`src/rtl/muldiv_hilo_unit.sv`:
```
// Iterative multiply/divide unit with architectural HI/LO registers.
// Radix-2 shift-add multiply and restoring divide, WIDTH iterations per op.
module muldiv_hilo_unit #(
  parameter int WIDTH = 32
) (
  input  logic             clk_i,
  input  logic             rst_ni,
  input  logic             start_i,
  input  logic [2:0]       op_i,
  input  logic [WIDTH-1:0] operand_a_i,
  input  logic [WIDTH-1:0] operand_b_i,
  input  logic             flush_i,
  output logic             busy_o,
  output logic             done_o,
  output logic             div_by_zero_o,
  output logic [WIDTH-1:0] hi_o,
  output logic [WIDTH-1:0] lo_o
);

  localparam int CW = $clog2(WIDTH);

  localparam logic [2:0] OP_MULT  = 3'b000;
  localparam logic [2:0] OP_MULTU = 3'b001;
  localparam logic [2:0] OP_DIV   = 3'b010;
  localparam logic [2:0] OP_DIVU  = 3'b011;
  localparam logic [2:0] OP_MADD  = 3'b100;
  localparam logic [2:0] OP_MSUB  = 3'b101;
  localparam logic [2:0] OP_MTHI  = 3'b110;
  localparam logic [2:0] OP_MTLO  = 3'b111;

  typedef enum logic [1:0] {
    S_IDLE = 2'd0,
    S_RUN  = 2'd1,
    S_DONE = 2'd2
  } state_e;

  function automatic logic [WIDTH-1:0] neg_w(input logic [WIDTH-1:0] v);
    return ~v + {{(WIDTH-1){1'b0}}, 1'b1};
  endfunction

  function automatic logic [2*WIDTH-1:0] neg_2w(input logic [2*WIDTH-1:0] v);
    return ~v + {{(2*WIDTH-1){1'b0}}, 1'b1};
  endfunction

  state_e               state_q, state_d;
  logic [2:0]           op_q, op_d;
  logic [WIDTH-1:0]     a_q, a_d;
  logic [WIDTH-1:0]     mcand_q, mcand_d;
  logic [2*WIDTH-1:0]   acc_q, acc_d;
  logic [CW-1:0]        cnt_q, cnt_d;
  logic                 neg_q, neg_d;
  logic                 a_neg_q, a_neg_d;
  logic [WIDTH-1:0]     hi_q, hi_d, lo_q, lo_d;
  logic                 busy_q, busy_d, done_q, done_d, dbz_q, dbz_d;

  logic                 accept_s, muldiv_s, signed_s, last_s, is_div_s;
  logic [WIDTH-1:0]     a_mag_s, b_mag_s;
  logic [WIDTH:0]       add_s, trial_s;
  logic [2*WIDTH-1:0]   step_s, prod_s;
  logic [WIDTH-1:0]     quot_s, rem_s;

  assign accept_s = start_i && !flush_i && (state_q != S_RUN);
  assign muldiv_s = (op_i[2:1] != 2'b11);
  assign signed_s = (op_i == OP_MULT) || (op_i == OP_DIV) || (op_i == OP_MADD) || (op_i == OP_MSUB);
  assign last_s   = (state_q == S_RUN) && (cnt_q == {CW{1'b0}}) && !flush_i;
  assign is_div_s = (op_q == OP_DIV) || (op_q == OP_DIVU);
  assign a_mag_s  = (signed_s && operand_a_i[WIDTH-1]) ? neg_w(operand_a_i) : operand_a_i;
  assign b_mag_s  = (signed_s && operand_b_i[WIDTH-1]) ? neg_w(operand_b_i) : operand_b_i;

  // State register
  always_ff @(posedge clk_i or negedge rst_ni) begin
    if (!rst_ni) begin
      state_q <= S_IDLE;
    end else begin
      state_q <= state_d;
    end
  end

  // Next-state logic; flush always wins over a same-cycle start
  always_comb begin
    state_d = state_q;
    case (state_q)
      S_IDLE:  state_d = (accept_s && muldiv_s) ? S_RUN : S_IDLE;
      S_RUN: begin
        if (flush_i) begin
          state_d = S_IDLE;
        end else if (cnt_q == {CW{1'b0}}) begin
          state_d = S_DONE;
        end else begin
          state_d = S_RUN;
        end
      end
      S_DONE:  state_d = (accept_s && muldiv_s) ? S_RUN : S_IDLE;
      default: state_d = S_IDLE;
    endcase
  end

  // One iteration: multiply adds the multiplicand then shifts right; divide shifts left and trial-subtracts
  always_comb begin
    add_s   = {1'b0, acc_q[2*WIDTH-1:WIDTH]} + (acc_q[0] ? {1'b0, mcand_q} : {(WIDTH+1){1'b0}});
    trial_s = {acc_q[2*WIDTH-1:WIDTH], acc_q[WIDTH-1]} - {1'b0, mcand_q};
    if (is_div_s) begin
      if (!trial_s[WIDTH]) begin
        step_s = {trial_s[WIDTH-1:0], acc_q[WIDTH-2:0], 1'b1};
      end else begin
        step_s = {acc_q[2*WIDTH-2:0], 1'b0};
      end
    end else begin
      step_s = {add_s, acc_q[WIDTH-1:1]};
    end
    prod_s = neg_q ? neg_2w(step_s) : step_s;
    quot_s = neg_q ? neg_w(step_s[WIDTH-1:0]) : step_s[WIDTH-1:0];
    rem_s  = a_neg_q ? neg_w(step_s[2*WIDTH-1:WIDTH]) : step_s[2*WIDTH-1:WIDTH];
  end

  // Operand capture on accept, iteration while running
  always_comb begin
    op_d    = op_q;
    a_d     = a_q;
    mcand_d = mcand_q;
    acc_d   = acc_q;
    cnt_d   = cnt_q;
    neg_d   = neg_q;
    a_neg_d = a_neg_q;
    if (accept_s && muldiv_s) begin
      op_d    = op_i;
      a_d     = operand_a_i;
      neg_d   = signed_s && (operand_a_i[WIDTH-1] ^ operand_b_i[WIDTH-1]);
      a_neg_d = signed_s && operand_a_i[WIDTH-1];
      cnt_d   = CW'(WIDTH - 1);
      if (op_i[2:1] == 2'b01) begin
        mcand_d = b_mag_s;
        acc_d   = {{WIDTH{1'b0}}, a_mag_s};
      end else begin
        mcand_d = a_mag_s;
        acc_d   = {{WIDTH{1'b0}}, b_mag_s};
      end
    end else if (state_q == S_RUN) begin
      acc_d = step_s;
      cnt_d = cnt_q - {{(CW-1){1'b0}}, 1'b1};
    end else begin
      acc_d = acc_q;
    end
  end

  // Output next-state: MTHI/MTLO write immediately, mul/div results land on the final iteration edge
  always_comb begin
    hi_d   = hi_q;
    lo_d   = lo_q;
    done_d = 1'b0;
    dbz_d  = dbz_q;
    busy_d = (state_d == S_RUN);
    if (accept_s && (op_i == OP_MTHI)) begin
      hi_d = operand_a_i;
    end else if (accept_s && (op_i == OP_MTLO)) begin
      lo_d = operand_a_i;
    end else if (last_s) begin
      done_d = 1'b1;
      dbz_d  = 1'b0;
      case (op_q)
        OP_MULT, OP_MULTU: {hi_d, lo_d} = prod_s;
        OP_MADD:           {hi_d, lo_d} = {hi_q, lo_q} + prod_s;
        OP_MSUB:           {hi_d, lo_d} = {hi_q, lo_q} - prod_s;
        OP_DIV, OP_DIVU: begin
          if (mcand_q == {WIDTH{1'b0}}) begin
            hi_d  = a_q;
            lo_d  = {WIDTH{1'b1}};
            dbz_d = 1'b1;
          end else begin
            hi_d = rem_s;
            lo_d = quot_s;
          end
        end
        default: {hi_d, lo_d} = {hi_q, lo_q};
      endcase
    end else begin
      done_d = 1'b0;
    end
  end

  // Datapath and output registers
  always_ff @(posedge clk_i or negedge rst_ni) begin
    if (!rst_ni) begin
      op_q    <= 3'b000;
      a_q     <= {WIDTH{1'b0}};
      mcand_q <= {WIDTH{1'b0}};
      acc_q   <= {(2*WIDTH){1'b0}};
      cnt_q   <= {CW{1'b0}};
      neg_q   <= 1'b0;
      a_neg_q <= 1'b0;
      hi_q    <= {WIDTH{1'b0}};
      lo_q    <= {WIDTH{1'b0}};
      busy_q  <= 1'b0;
      done_q  <= 1'b0;
      dbz_q   <= 1'b0;
    end else begin
      op_q    <= op_d;
      a_q     <= a_d;
      mcand_q <= mcand_d;
      acc_q   <= acc_d;
      cnt_q   <= cnt_d;
      neg_q   <= neg_d;
      a_neg_q <= a_neg_d;
      hi_q    <= hi_d;
      lo_q    <= lo_d;
      busy_q  <= busy_d;
      done_q  <= done_d;
      dbz_q   <= dbz_d;
    end
  end

  assign busy_o        = busy_q;
  assign done_o        = done_q;
  assign div_by_zero_o = dbz_q;
  assign hi_o          = hi_q;
  assign lo_o          = lo_q;

endmodule

```
`config.mk`:
```
export PLATFORM = sky130hd
export DESIGN_NAME = muldiv_hilo_unit
export DESIGN_NICKNAME = d
export VERILOG_FILES = /design/src/rtl/muldiv_hilo_unit.sv
export SDC_FILE = /design/constraint.sdc
export NUM_CORES = 1
export LEC_CHECK = 0
export BUFFER_PORTS_ARGS = -buffer_cell sky130_fd_sc_hd__buf_4
export CAP_MARGIN = 20
export CORE_ASPECT_RATIO = 1.75
export CORE_MARGIN = 2
export CORE_UTILIZATION = 45
export CTS_BUF_LIST = sky130_fd_sc_hd__clkbuf_2
export DETAILED_ROUTE_END_ITERATION = 6
export SYNTH_ARGS = -nofsm -noshare
export SYNTH_HDL_FRONTEND = slang
export SYNTH_SLANG_ARGS = --single-unit
```
`constraint.sdc`:
```
create_clock -name clk_i -period 7.13 [get_ports clk_i]
set_clock_uncertainty 0.15 [all_clocks]
set_input_delay 1.0695 -clock clk_i [delete_from_list [all_inputs] [get_ports clk_i]]
set_output_delay 1.0695 -clock clk_i [all_outputs]
set_load 0.1 [all_outputs]
```
==> impl_metrics.xml <==
<?xml version="1.0" encoding="UTF-8"?>
<metrics>
  <group name="drt">
    <metric name="post_drt_wl_per_cell" unit="um">25.37</metric>
    <metric name="route.antenna.remaining_nets" unit="">0</metric>
    <metric name="detailedRoute.firstIterationViolations" unit="">2480</metric>
    <metric name="detail_route.vias_per_cell" unit="">6.106</metric>
    <metric name="vias" unit="">32700</metric>
    <metric name="detailed_router_iteration_count_before_antenna_repair" unit="">5</metric>
    <metric name="wl" unit="um">135900</metric>
    <metric name="route.detailed.drc" unit="">0</metric>
  </group>
  <group name="cts">
    <metric name="cts.reportedPaths.clkPinSlew" unit="ns">0.13</metric>
    <metric name="clk_path_buf_depth" unit="">3</metric>
    <metric name="clock-root-buffer" unit="">sky130_fd_sc_hd__clkbuf_2</metric>
    <metric name="clkSinkCount" unit="">207</metric>
    <metric name="clock_insertion_delay_at_the_later_pin_of_the_skew_report" unit="ns">1.10</metric>
    <metric name="cts_max_level" unit="">2</metric>
    <metric name="cts-buffers-inserted" unit="">52</metric>
    <metric name="tritoncts" unit="">yes</metric>
  </group>
  <group name="sta">
    <metric name="post-route-min-period" unit="ns">7.127</metric>
    <metric name="headroom_to_the_max_slew_limit" unit="">0.2799</metric>
    <metric name="setup_repair_after_global_routing_missed_its_margin" unit="">true</metric>
    <metric name="hold_viol_final" unit="">0</metric>
    <metric name="timing.final.setup_violations" unit="">0</metric>
    <metric name="min_period_over_period" unit="">0.9996</metric>
    <metric name="tightestPinTransition" unit="ns">1.080</metric>
    <metric name="fin_tns_setup" unit="ns">0</metric>
    <metric name="fmaxAchievable" unit="GHz">0.1403</metric>
    <metric name="setup_slack" unit="ns">0.002826</metric>
    <metric name="slew_viol_final" unit="">0</metric>
  </group>
  <group name="yosys">
    <metric name="post_synth_main_area_contributors" unit="">sky130_fd_sc_hd__dfrtp_1 19%, sky130_fd_sc_hd__ha_1 9.7%, sky130_fd_sc_hd__o21ai_0 6.9%, sky130_fd_sc_hd__nand2_1 6.2%, sky130_fd_sc_hd__a21oi_1 6.1%</metric>
    <metric name="compound_gate_fraction_of_synth_area" unit="">0.3098</metric>
    <metric name="yosysMostFrequentCell" unit="">sky130_fd_sc_hd__nand2_1</metric>
    <metric name="synth.distinct_cells" unit="">106</metric>
    <metric name="postSynth.topFlopCell" unit="">sky130_fd_sc_hd__dfrtp_1</metric>
    <metric name="ys_seq_area_frac" unit="">0.1948</metric>
    <metric name="syn-cell-area" unit="mm^2">0.02659</metric>
    <metric name="synthesized_nets" unit="">3999</metric>
    <metric name="synth-adder-area-share" unit="">0.1004</metric>
    <metric name="yosys-top-cells-count" unit="">442 x sky130_fd_sc_hd__nand2_1, 367 x sky130_fd_sc_hd__o21ai_0, 322 x sky130_fd_sc_hd__a21oi_1</metric>
    <metric name="synth_enable_flop_cells" unit="">0</metric>
    <metric name="syn_area_per_cell" unit="um^2">7.153</metric>
    <metric name="post_synthesis_mux_area_share" unit="">0.02193</metric>
    <metric name="synthDominantAreaCellType" unit="">sky130_fd_sc_hd__dfrtp_1</metric>
    <metric name="asyncSetResetFlopFracSynth" unit="">1.000</metric>
    <metric name="dominant_combinational_cell_family_by_area_after_synthesis" unit="">compound AO/OA/AOI/OAI gates</metric>
    <metric name="synth-simple-area-share" unit="">0.2216</metric>
    <metric name="ys.warnings.count" unit="">0</metric>
    <metric name="yosys.area_share.xor_xnor" unit="">0.08749</metric>
    <metric name="post-synth-top-area-fraction" unit="">0.1948</metric>
    <metric name="ys_seq_elements" unit="">207</metric>
    <metric name="syn_inst" unit="">3717</metric>
  </group>
  <group name="floorplanning">
    <metric name="row_count" unit="">117</metric>
    <metric name="initial_cell_density_of_the_core" unit="">0.4563</metric>
    <metric name="floorplan.io_pins" unit="">138</metric>
    <metric name="die_x" unit="um">187.7</metric>
    <metric name="floorplan.die_area" unit="mm^2">0.06112</metric>
    <metric name="core-area" unit="mm^2">0.05826</metric>
    <metric name="vert_die_dim" unit="um">325.5</metric>
  </group>
  <group name="critical_path">
    <metric name="critical_path_required" unit="ns">7.91</metric>
    <metric name="register_to_register_setup_slack" unit="ns">0.003</metric>
    <metric name="crit_path_end_kind" unit="">flop</metric>
    <metric name="critPathLaunchType" unit="">flop</metric>
    <metric name="cp_slowest_stage_delay" unit="ns">0.59</metric>
    <metric name="arrival" unit="ns">7.91</metric>
    <metric name="slowest_stage" unit="">sky130_fd_sc_hd__or4_4</metric>
    <metric name="timing.critical_path.fanout_max" unit="">4</metric>
    <metric name="criticalPathCategory" unit="">reg -&gt; reg</metric>
  </group>
  <group name="grt">
    <metric name="grt_overflow_total" unit="">0</metric>
    <metric name="grt_max_degree" unit="">150</metric>
    <metric name="via_count_of_the_first_global_routing_pass" unit="">32350</metric>
    <metric name="grt_first_pass_wirelength" unit="um">199600</metric>
    <metric name="grt_antenna_before_repair" unit="">2</metric>
    <metric name="grtUsageTotal" unit="">0.4335</metric>
  </group>
  <group name="placement">
    <metric name="place.port_buffers" unit="">137</metric>
    <metric name="dp.final_hpwl" unit="um">107800</metric>
    <metric name="gpl.final_weighted_congestion" unit="">1.009</metric>
    <metric name="post_dp_cell_area" unit="mm^2">0.03408</metric>
    <metric name="worst_setup_slack_post_dpl" unit="ns">-0.9074</metric>
  </group>
  <group name="pwr">
    <metric name="irDropWorstVdd" unit="uV">379.5</metric>
    <metric name="total_power" unit="mW">23.20</metric>
    <metric name="power.static_leakage" unit="nW">16.52</metric>
    <metric name="power.density_cell_area" unit="mW/mm^2">640.0</metric>
  </group>
  <group name="outcome">
    <metric name="status" unit="">completed</metric>
  </group>
  <group name="final_layout">
    <metric name="final_layout_size_suffix_gt1_frac" unit="">0.2991</metric>
    <metric name="nets" unit="">4821</metric>
    <metric name="synthToLayoutAreaGrowth" unit="%">36.36</metric>
    <metric name="fin_util" unit="">0.6222</metric>
    <metric name="final_cell_area" unit="mm^2">0.03625</metric>
  </group>
  <group name="run">
    <metric name="maxCapViolations" unit="">0</metric>
  </group>
  <group name="hold_path">
    <metric name="hold_path.class" unit="">in -&gt; reg</metric>
  </group>
</metrics>
critical path, delay by kind of cell, from the launching register on:
family	cells	cell delay (ns)
buffers and inverters	7	0.88
AO/OA/AOI/OAI	14	2.46
AND/OR/NAND/NOR	8	2.07
flip-flops	1	0.42
adder cells (fa/ha/maj)	3	0.67
XOR/XNOR	2	0.35
registers in the layout, indices dropped and copies added, names as in the netlist, 2 cells and up:
register	cells
acc_q	64
cnt_q	5
state_q	2
mcand_q	32
a_q	32
lo_o	32
op_q	3
hi_o	32
timing repair:
item | 4_1_cts | 5_1_grt
hold buffers | 1 | 0
pin swaps | 39 | 95
setup buffers | 10 | 27
hold endpoints to repair | 58 | 0
gates resized for setup | 120 | 182
gates cloned | 0 | 0
endpoints found under the setup margin | 33 | 34
path summary, 6_finish.rpt:
kind                            startpoint       end  cells after the start
worst max-delay path             acc_q[54]  hi_o[22]                     34
worst min-delay path               op_i[0]   op_q[0]                      3
worst max register to register   acc_q[54]  hi_o[22]                     34
worst min register to register      a_q[3]    a_q[3]                      2
max in group asynchronous           rst_ni   a_q[26]                      3
min in group asynchronous           rst_ni   lo_o[6]                      2
kinds of logic after synthesis:
kind of cell               Yosys count
AOI/OAI and AO/OA                 1279
and+or+nand+nor                   1258
buffers and inverters              441
xor gates and xnor gates           264
adders and majority gates          211
DFF                                207
muxes                               57
power breakdown:
group / leakage, nW / internal (mW) / switching [mW] / total (mW)
sequential: 2.55 / 1.51 / 0.463 / 1.97
clock: 0.341 / 0.269 / 0.607 / 0.877
combinational: 13.6 / 8.93 / 11.4 / 20.4
stage by stage:
step,hold slack (ns),instances
floorplan,0.2904,3717
global placement,0.3023,5221
detailed placement,0.3068,5221
CTS,0.06813,5328
global route,0.1058,5355
finish,0.1214,5356
layer usage:
metal,share of wire,vias to the layer above,GRT usage
met3,0.065,563,0.07121
met4,0.12,2,0.4389
met2,0.47,1513,0.7274
met1,0.34,15520,0.4493
met5,0.000081,-,0
li1,-,15100,-
placed cells by master (no fill, tap or decap), types with 69 or more instances in the layout:
cell                       count
sky130_fd_sc_hd__a21oi_1     294
sky130_fd_sc_hd__nand3_1      84
sky130_fd_sc_hd__xor2_1       89
sky130_fd_sc_hd__clkbuf_2     69
sky130_fd_sc_hd__nor2_1      298
sky130_fd_sc_hd__o211ai_1     73
sky130_fd_sc_hd__o21ai_0     331
sky130_fd_sc_hd__ha_1        183
sky130_fd_sc_hd__inv_1       194
sky130_fd_sc_hd__buf_4       987
sky130_fd_sc_hd__nor3_1       90
sky130_fd_sc_hd__dfrtp_1     204
sky130_fd_sc_hd__xnor2_1     151
sky130_fd_sc_hd__nand2_1     435
final cells by class:
class / count / area, um^2
clock buffer: 69 / 345.3
timing repair buffer: 1004 / 7686
multi-input combinational: 3069 / 21180
inverter: 205 / 778.2
fill: 5679 / 22010
tap: 773 / 967.2
clock inverter: 27 / 107.6
antenna: 2 / 5.005
sequential: 207 / 5184
Note: power is estimated with default switching activity, not from simulation.
